**src/rtl/aes_round_core.sv**
```systemverilog
// aes_round_core
//   One AES encryption round minus SubBytes:
//   ShiftRows -> MixColumns (bypassed on the final round) -> AddRoundKey -> register.
//   Byte i of a 128-bit state sits at bits [127-8i -: 8], column-major
//   (row i%4, column i/4).
// Ports
//   clk, rst_n   : rising-edge clock, asynchronous active-low reset
//   in_valid     : capture state_in/round_key/final_round on this edge
//   state_in     : state after SubBytes
//   round_key    : round key, same byte order as state_in
//   final_round  : 1 = skip MixColumns
//   out_valid    : registered, high the cycle after a captured in_valid
//   state_out    : registered round result (holds when in_valid is low)
//   shift_tap    : combinational ShiftRows(state_in)
//   mix_tap      : combinational MixColumns(shift_tap), never bypassed
module aes_round_core (
  input  logic         clk,
  input  logic         rst_n,
  input  logic         in_valid,
  input  logic [127:0] state_in,
  input  logic [127:0] round_key,
  input  logic         final_round,
  output logic         out_valid,
  output logic [127:0] state_out,
  output logic [127:0] shift_tap,
  output logic [127:0] mix_tap
);

  // GF(2^8) multiply by 2 modulo x^8+x^4+x^3+x+1
  function automatic logic [7:0] xtime(input logic [7:0] a);
    return {a[6:0], 1'b0} ^ (a[7] ? 8'h1b : 8'h00);
  endfunction

  logic [7:0]   in_b [16];
  logic [7:0]   sh_b [16];
  logic [7:0]   mx_b [16];
  logic [127:0] round_result;

  always_comb begin
    for (int unsigned i = 0; i < 16; i++) begin
      in_b[i] = state_in[8*(15-i) +: 8];
    end
  end

  // Row r rotates left by r: output column c takes input column (c+r)%4.
  always_comb begin
    for (int unsigned c = 0; c < 4; c++) begin
      for (int unsigned r = 0; r < 4; r++) begin
        sh_b[4*c+r] = in_b[4*((c+r)%4)+r];
      end
    end
  end

  always_comb begin
    for (int unsigned c = 0; c < 4; c++) begin
      mx_b[4*c+0] = xtime(sh_b[4*c+0]) ^ xtime(sh_b[4*c+1]) ^ sh_b[4*c+1]
                  ^ sh_b[4*c+2] ^ sh_b[4*c+3];
      mx_b[4*c+1] = sh_b[4*c+0] ^ xtime(sh_b[4*c+1]) ^ xtime(sh_b[4*c+2])
                  ^ sh_b[4*c+2] ^ sh_b[4*c+3];
      mx_b[4*c+2] = sh_b[4*c+0] ^ sh_b[4*c+1] ^ xtime(sh_b[4*c+2])
                  ^ xtime(sh_b[4*c+3]) ^ sh_b[4*c+3];
      mx_b[4*c+3] = xtime(sh_b[4*c+0]) ^ sh_b[4*c+0] ^ sh_b[4*c+1]
                  ^ sh_b[4*c+2] ^ xtime(sh_b[4*c+3]);
    end
  end

  always_comb begin
    shift_tap = '0;
    mix_tap   = '0;
    for (int unsigned i = 0; i < 16; i++) begin
      shift_tap[8*(15-i) +: 8] = sh_b[i];
      mix_tap[8*(15-i) +: 8]   = mx_b[i];
    end
  end

  always_comb begin
    round_result = (final_round ? shift_tap : mix_tap) ^ round_key;
  end

  always_ff @(posedge clk or negedge rst_n) begin
    if (!rst_n) begin
      state_out <= '0;
      out_valid <= 1'b0;
    end else begin
      out_valid <= in_valid;
      if (in_valid) begin
        state_out <= round_result;
      end
    end
  end

endmodule

```
**config.mk**
```make
export PLATFORM = sky130hd
export DESIGN_NAME = aes_round_core
export DESIGN_NICKNAME = d
export VERILOG_FILES = /design/src/rtl/aes_round_core.sv
export SDC_FILE = /design/constraint.sdc
export NUM_CORES = 1
export LEC_CHECK = 0
export ABC_CLOCK_PERIOD_IN_PS = 2050
export BUFFER_PORTS_ARGS = -buffer_cell sky130_fd_sc_hd__buf_4
export CORE_AREA = 2 2 253 255
export CTS_CLUSTER_SIZE = 40
export DETAILED_ROUTE_END_ITERATION = 6
export DIE_AREA = 0 0 255 257
export SYNTH_ARGS = -nofsm -noshare
export SYNTH_HDL_FRONTEND = slang
export SYNTH_SLANG_ARGS = --single-unit
export TNS_END_PERCENT = 30
```
**constraint.sdc**
```tcl
create_clock -name clk -period 2.05 [get_ports clk]
set_input_delay 0.41 -clock clk [delete_from_list [all_inputs] [get_ports clk]]
set_output_delay 0.41 -clock clk [all_outputs]
set_load 0.02 [all_outputs]
```
# ---- After elaboration in Yosys (flattened, before gate mapping)
# Index checks and enable logic that the tools add are counted.
dict set report totals {
  output_inout_bits 385
  inputBits 260
  regBits 129
}
dict set report classes {
  bitwise 81
  n_mux 17
}
# cell count
set op_table {}
lappend op_table {{bitwise XOR 8 bit} 66}
lappend op_table {{two-way mux 128 bit} 1}
lappend op_table {{bitwise XOR 128 bit} 1}
lappend op_table {{bitwise XOR 8 x 5 -> 8 bit} 14}
lappend op_table {{two-way mux 5 bit} 16}

# ---- Longest topological paths before layout
dict set report logic_depth {
  ltp_word 8
  depth_mapped 6
}

# ---- Worst setup path after synthesis
# No wires, ideal clock.
dict set report synth_path {
  kind {input to register}
  from {input state_in[15]}
  to {register state_out[75]}
  path_stages 5
  setup_time_ps 126
  setup_slack_ps -72
  arrival_ps 1996
  cell_sequence {buf_2 xnor3_1 xnor3_1 xor2_1 a221o_1}
}
dict set report synth_via {
  elab_chain_len 7
}
# element line
set synth_lines {}
lappend synth_lines {{start: declaration} 20} ;# input logic [127:0] state_in,
lappend synth_lines {{two-way mux 5 bit} 31} ;# return {a[6:0], 1'b0} ^ (a[7] ? 8'h1b : 8'h00);
lappend synth_lines {{bitwise XOR 8 x 5 -> 8 bit} 31}
lappend synth_lines {{bitwise XOR 8 bit} 60} ;# mx_b[4*c+2] = sh_b[4*c+0] ^ sh_b[4*c+1] ^ xtime(sh_b[4*c+2])
lappend synth_lines {{bitwise XOR 8 bit (2 in series)} 61} ;# ^ xtime(sh_b[4*c+3]) ^ sh_b[4*c+3];
lappend synth_lines {{named net mix_tap[75]} 26} ;# output logic [127:0] mix_tap
lappend synth_lines {{two-way mux 128 bit} 77} ;# round_result = (final_round ? shift_tap : mix_tap) ^ round_key;
lappend synth_lines {{bitwise XOR 128 bit} 77}
lappend synth_lines {{end signal: assignment} 87} ;# state_out <= round_result;
lappend synth_lines {{end: declaration} 24} ;# output logic [127:0] state_out,
# The timed path passes the listed nets, and every way through them passes these cells.
# A chain may end at the register's enable or synchronous reset.

# ---- Final worst setup path
dict set report layout_path {
  from {input state_in[123]}
  to {output mix_tap[107]}
}
dict set report layout_via {
  elab_chain_len 4
}
# element line
set layout_lines {}
lappend layout_lines {{bitwise XOR 8 bit (2 in series)} 60}
lappend layout_lines {{bitwise XOR 8 bit (2 in series)} 61}
lappend layout_lines {{end: declaration} 26}
# No other way between the ends.

==> flow_metrics.tcl <==
set metrics [dict create \
    path_cells "buf_4, xor3_2, xnor3_1, buf_4" \
    synth_edf_count 0 \
    required_ns 1.64 \
    whs_endpoint "state_out[115]" \
    syn_area_um2 14100 \
    r2r_cells 1 \
    startpoint "state_in[123]" \
    r2r-start "state_out[26]" \
    fp.coreArea_um2 62700 \
    wire_per_inst_um 21.5 \
    rsz0062_at_grt "true" \
    die_width_um 255 \
    antenna_found_initial 0 \
    synth_mux_area_share_pct 0 \
    overflow 0 \
    io_pins 645 \
    ys_seq_area_share_pct 22.9 \
    syn_nets 1645 \
    cts-root-buf "clkbuf_16" \
    hold_path_startpoint "round_key[115]" \
    p_per_area_nw_per_um2 814 \
    synth_simple_gate_area_share_pct 4.93 \
    crit_path_frequent_cell "buf_4" \
    synth_area_leaders "xnor2_1, dfrtp_1, xor2_1" \
    via_count 12500 \
    cap_violations 0 \
    dieHeight_um 257 \
    worstPathMaxFanout 4 \
    drv_slew 0 \
    multi_input_area_um2 9750 \
    grt_max_degree 62 \
    hold_slack_ns 0.295 \
    ir_drop_mv 0.471 \
    setup_tns_ns 0 \
    ys_warn_count 0 \
    area_delta_synth_final_pct 47.1 \
    synth_area_per_cell_um2 10.2 \
    critPathBufInv 2 \
    instances_no_fill 2841 \
    max_slew.worst_pin.slew_ns 0.611 \
    viasPerCell 4.40 \
    cp-end-kind "output pin" \
    final.period_utilization_pct 99.4 \
    synth_cell_types 22 \
    ys_async_sr_fraction_pct 100 \
    cts.sinks 129 \
    clkLatencyLatePin_ns 0.47 \
    nNetsFinal 2241 \
    path_clk_slew_ns 0.07 \
    hp-class "primary input to flop" \
    port-buffer-count 644 \
    fillCellCount 6483 \
    grt_first_pass_wirelength_mm 87.5 \
    final-seq-area_um2 3230 \
    cts_buffers 17 \
    status "finished clean" \
    start_kind "primary input" \
    ys_ff_latch 129 \
    drt_iter0_drc 549 \
    drive_above_1_share_pct 43.2 \
    crit_slowest_cell "xor3_2" \
    drt_pass1_iterations 4 \
    wl_mm 61.2 \
    num_rows 92 \
    path_class "primary input to output pin" \
    drc 0 \
    path_delay_family "XOR/XNOR gates" \
    die-area_um2 65500 \
    max_freq_mhz 491 \
    crit_path_max_incr_delay_ns 0.50 \
    synth_fa_ha_area_share_pct 0 \
    htree_levels 4 \
    final-hold-violation-count 0 \
    cts_tree "done" \
    layout_min_cycle_time_ns 2.04 \
    dp.cells 2805 \
    arrival_ns 1.63 \
    skew_ns 0 \
    synth_top_area_share_pct 22.9 \
    synth_commonest_cells "xnor2_1, xor2_1, buf_4" \
    yosysMostFrequentCell "xnor2_1" \
    ys.flop_type "dfrtp_1" \
    report.final.setup_viol 0 \
    gp_congestion 0.948 \
    synth_compound_area_share_pct 9.41 \
    r2r_end "state_out[26]" \
    synth_top_family_by_area "XOR/XNOR gates" \
    syn_inst 1385 \
    p_leak_nw 9.83 \
    slew_headroom_pct 59.2 \
    start_util_pct 22.5 \
    yosysTopAreaCell "xnor2_1" \
    whs_path_depth 4 \
    grt_use_total_pct 18.1 \
    regToRegSetupSlack_ns 1.06 \
    ant_nets 0 \
    dp_hpwl_mm 48.3 \
    grt_pass1_vias 13300 \
    power_mw 16.9 \
    cts_buffer_depth 2 \
    synth_xor_area_share_pct 53.2 \
]
[kinds of logic after synthesis]
group	count (synthesis)
DFF	129
AOI/OAI and AO/OA	164
xor gates and xnor gates	746
and+or+nand+nor	131
buffers and inverters	215
[registers in the layout (all words and copies together) (netlist names)]
| signal | flops |
|---|---|
| state_out | 128 |
| out_valid | 1 |
[where the power goes]
group          switching [mW]  internal (mW)  total, mW
clock network            1.40           1.94       3.33
logic                    5.32           4.82       10.1
registers               0.362           3.05       3.41
[how the worst max path moves through the flow]
stage / end / slack [ns] / depth (start not counted)
floorplan: state_out[3] / -0.02 / 5
global placement: mix_tap[127] / -0.14 / 8
detailed placement: mix_tap[127] / -0.14 / 8
CTS: mix_tap[49] / -0.02 / 5
global route: mix_tap[59] / -0.02 / 6
finish: mix_tap[107] / 0.01 / 4
[layer usage]
metal  global-route usage, %  share of wire, %
met5                       0                 0
met1                    20.4                39
met3                    4.33               6.3
met2                    31.2                50
met4                    9.93               5.0
[through the flow]
step	area (um^2)	worst slack [ns]	util (%)
global route	20700	-0.0223	33.0
detailed placement	19900	-0.141	31.7
global placement	19900	-0.140	31.7
finish	20700	0.0125	33.1
floorplan	14100	-0.0168	-
CTS	20600	-0.0230	32.8
[what timing repair did]
item,in CTS,in global routing
resized for setup,12,20
endpoints found under the hold margin,23,0
endpoints found under the setup margin,19,19
cloned,0,0
buffers inserted,1,2
hold buffers,1,0
pin swaps,2,1
[layout by cell type (no fill, tap or decap), drive strengths merged, types with 3 or more instances in the layout]
cell type,n
clkbuf,18
clkinv,7
inv,7
xnor2,369
clkinvlp,3
o22ai,36
a21oi,36
xnor3,17
bufinv,3
and3,80
buf,785
a221o,92
nor2,49
dfrtp,129
xor3,43
xor2,317
[layout make-up]
type                            instances  share of cell area, %
Timing Repair Buffer                  786                   29.3
Clock inverter                         14                  0.790
Tap cell                              846                   5.11
Antenna cell                            1                 0.0121
Sequential cell                       129                   15.6
Multi-Input combinational cell       1041                   47.0
Inverter                                6                  0.121
Clock buffer                           18                   2.12
(Power assumes the default switching activity.)
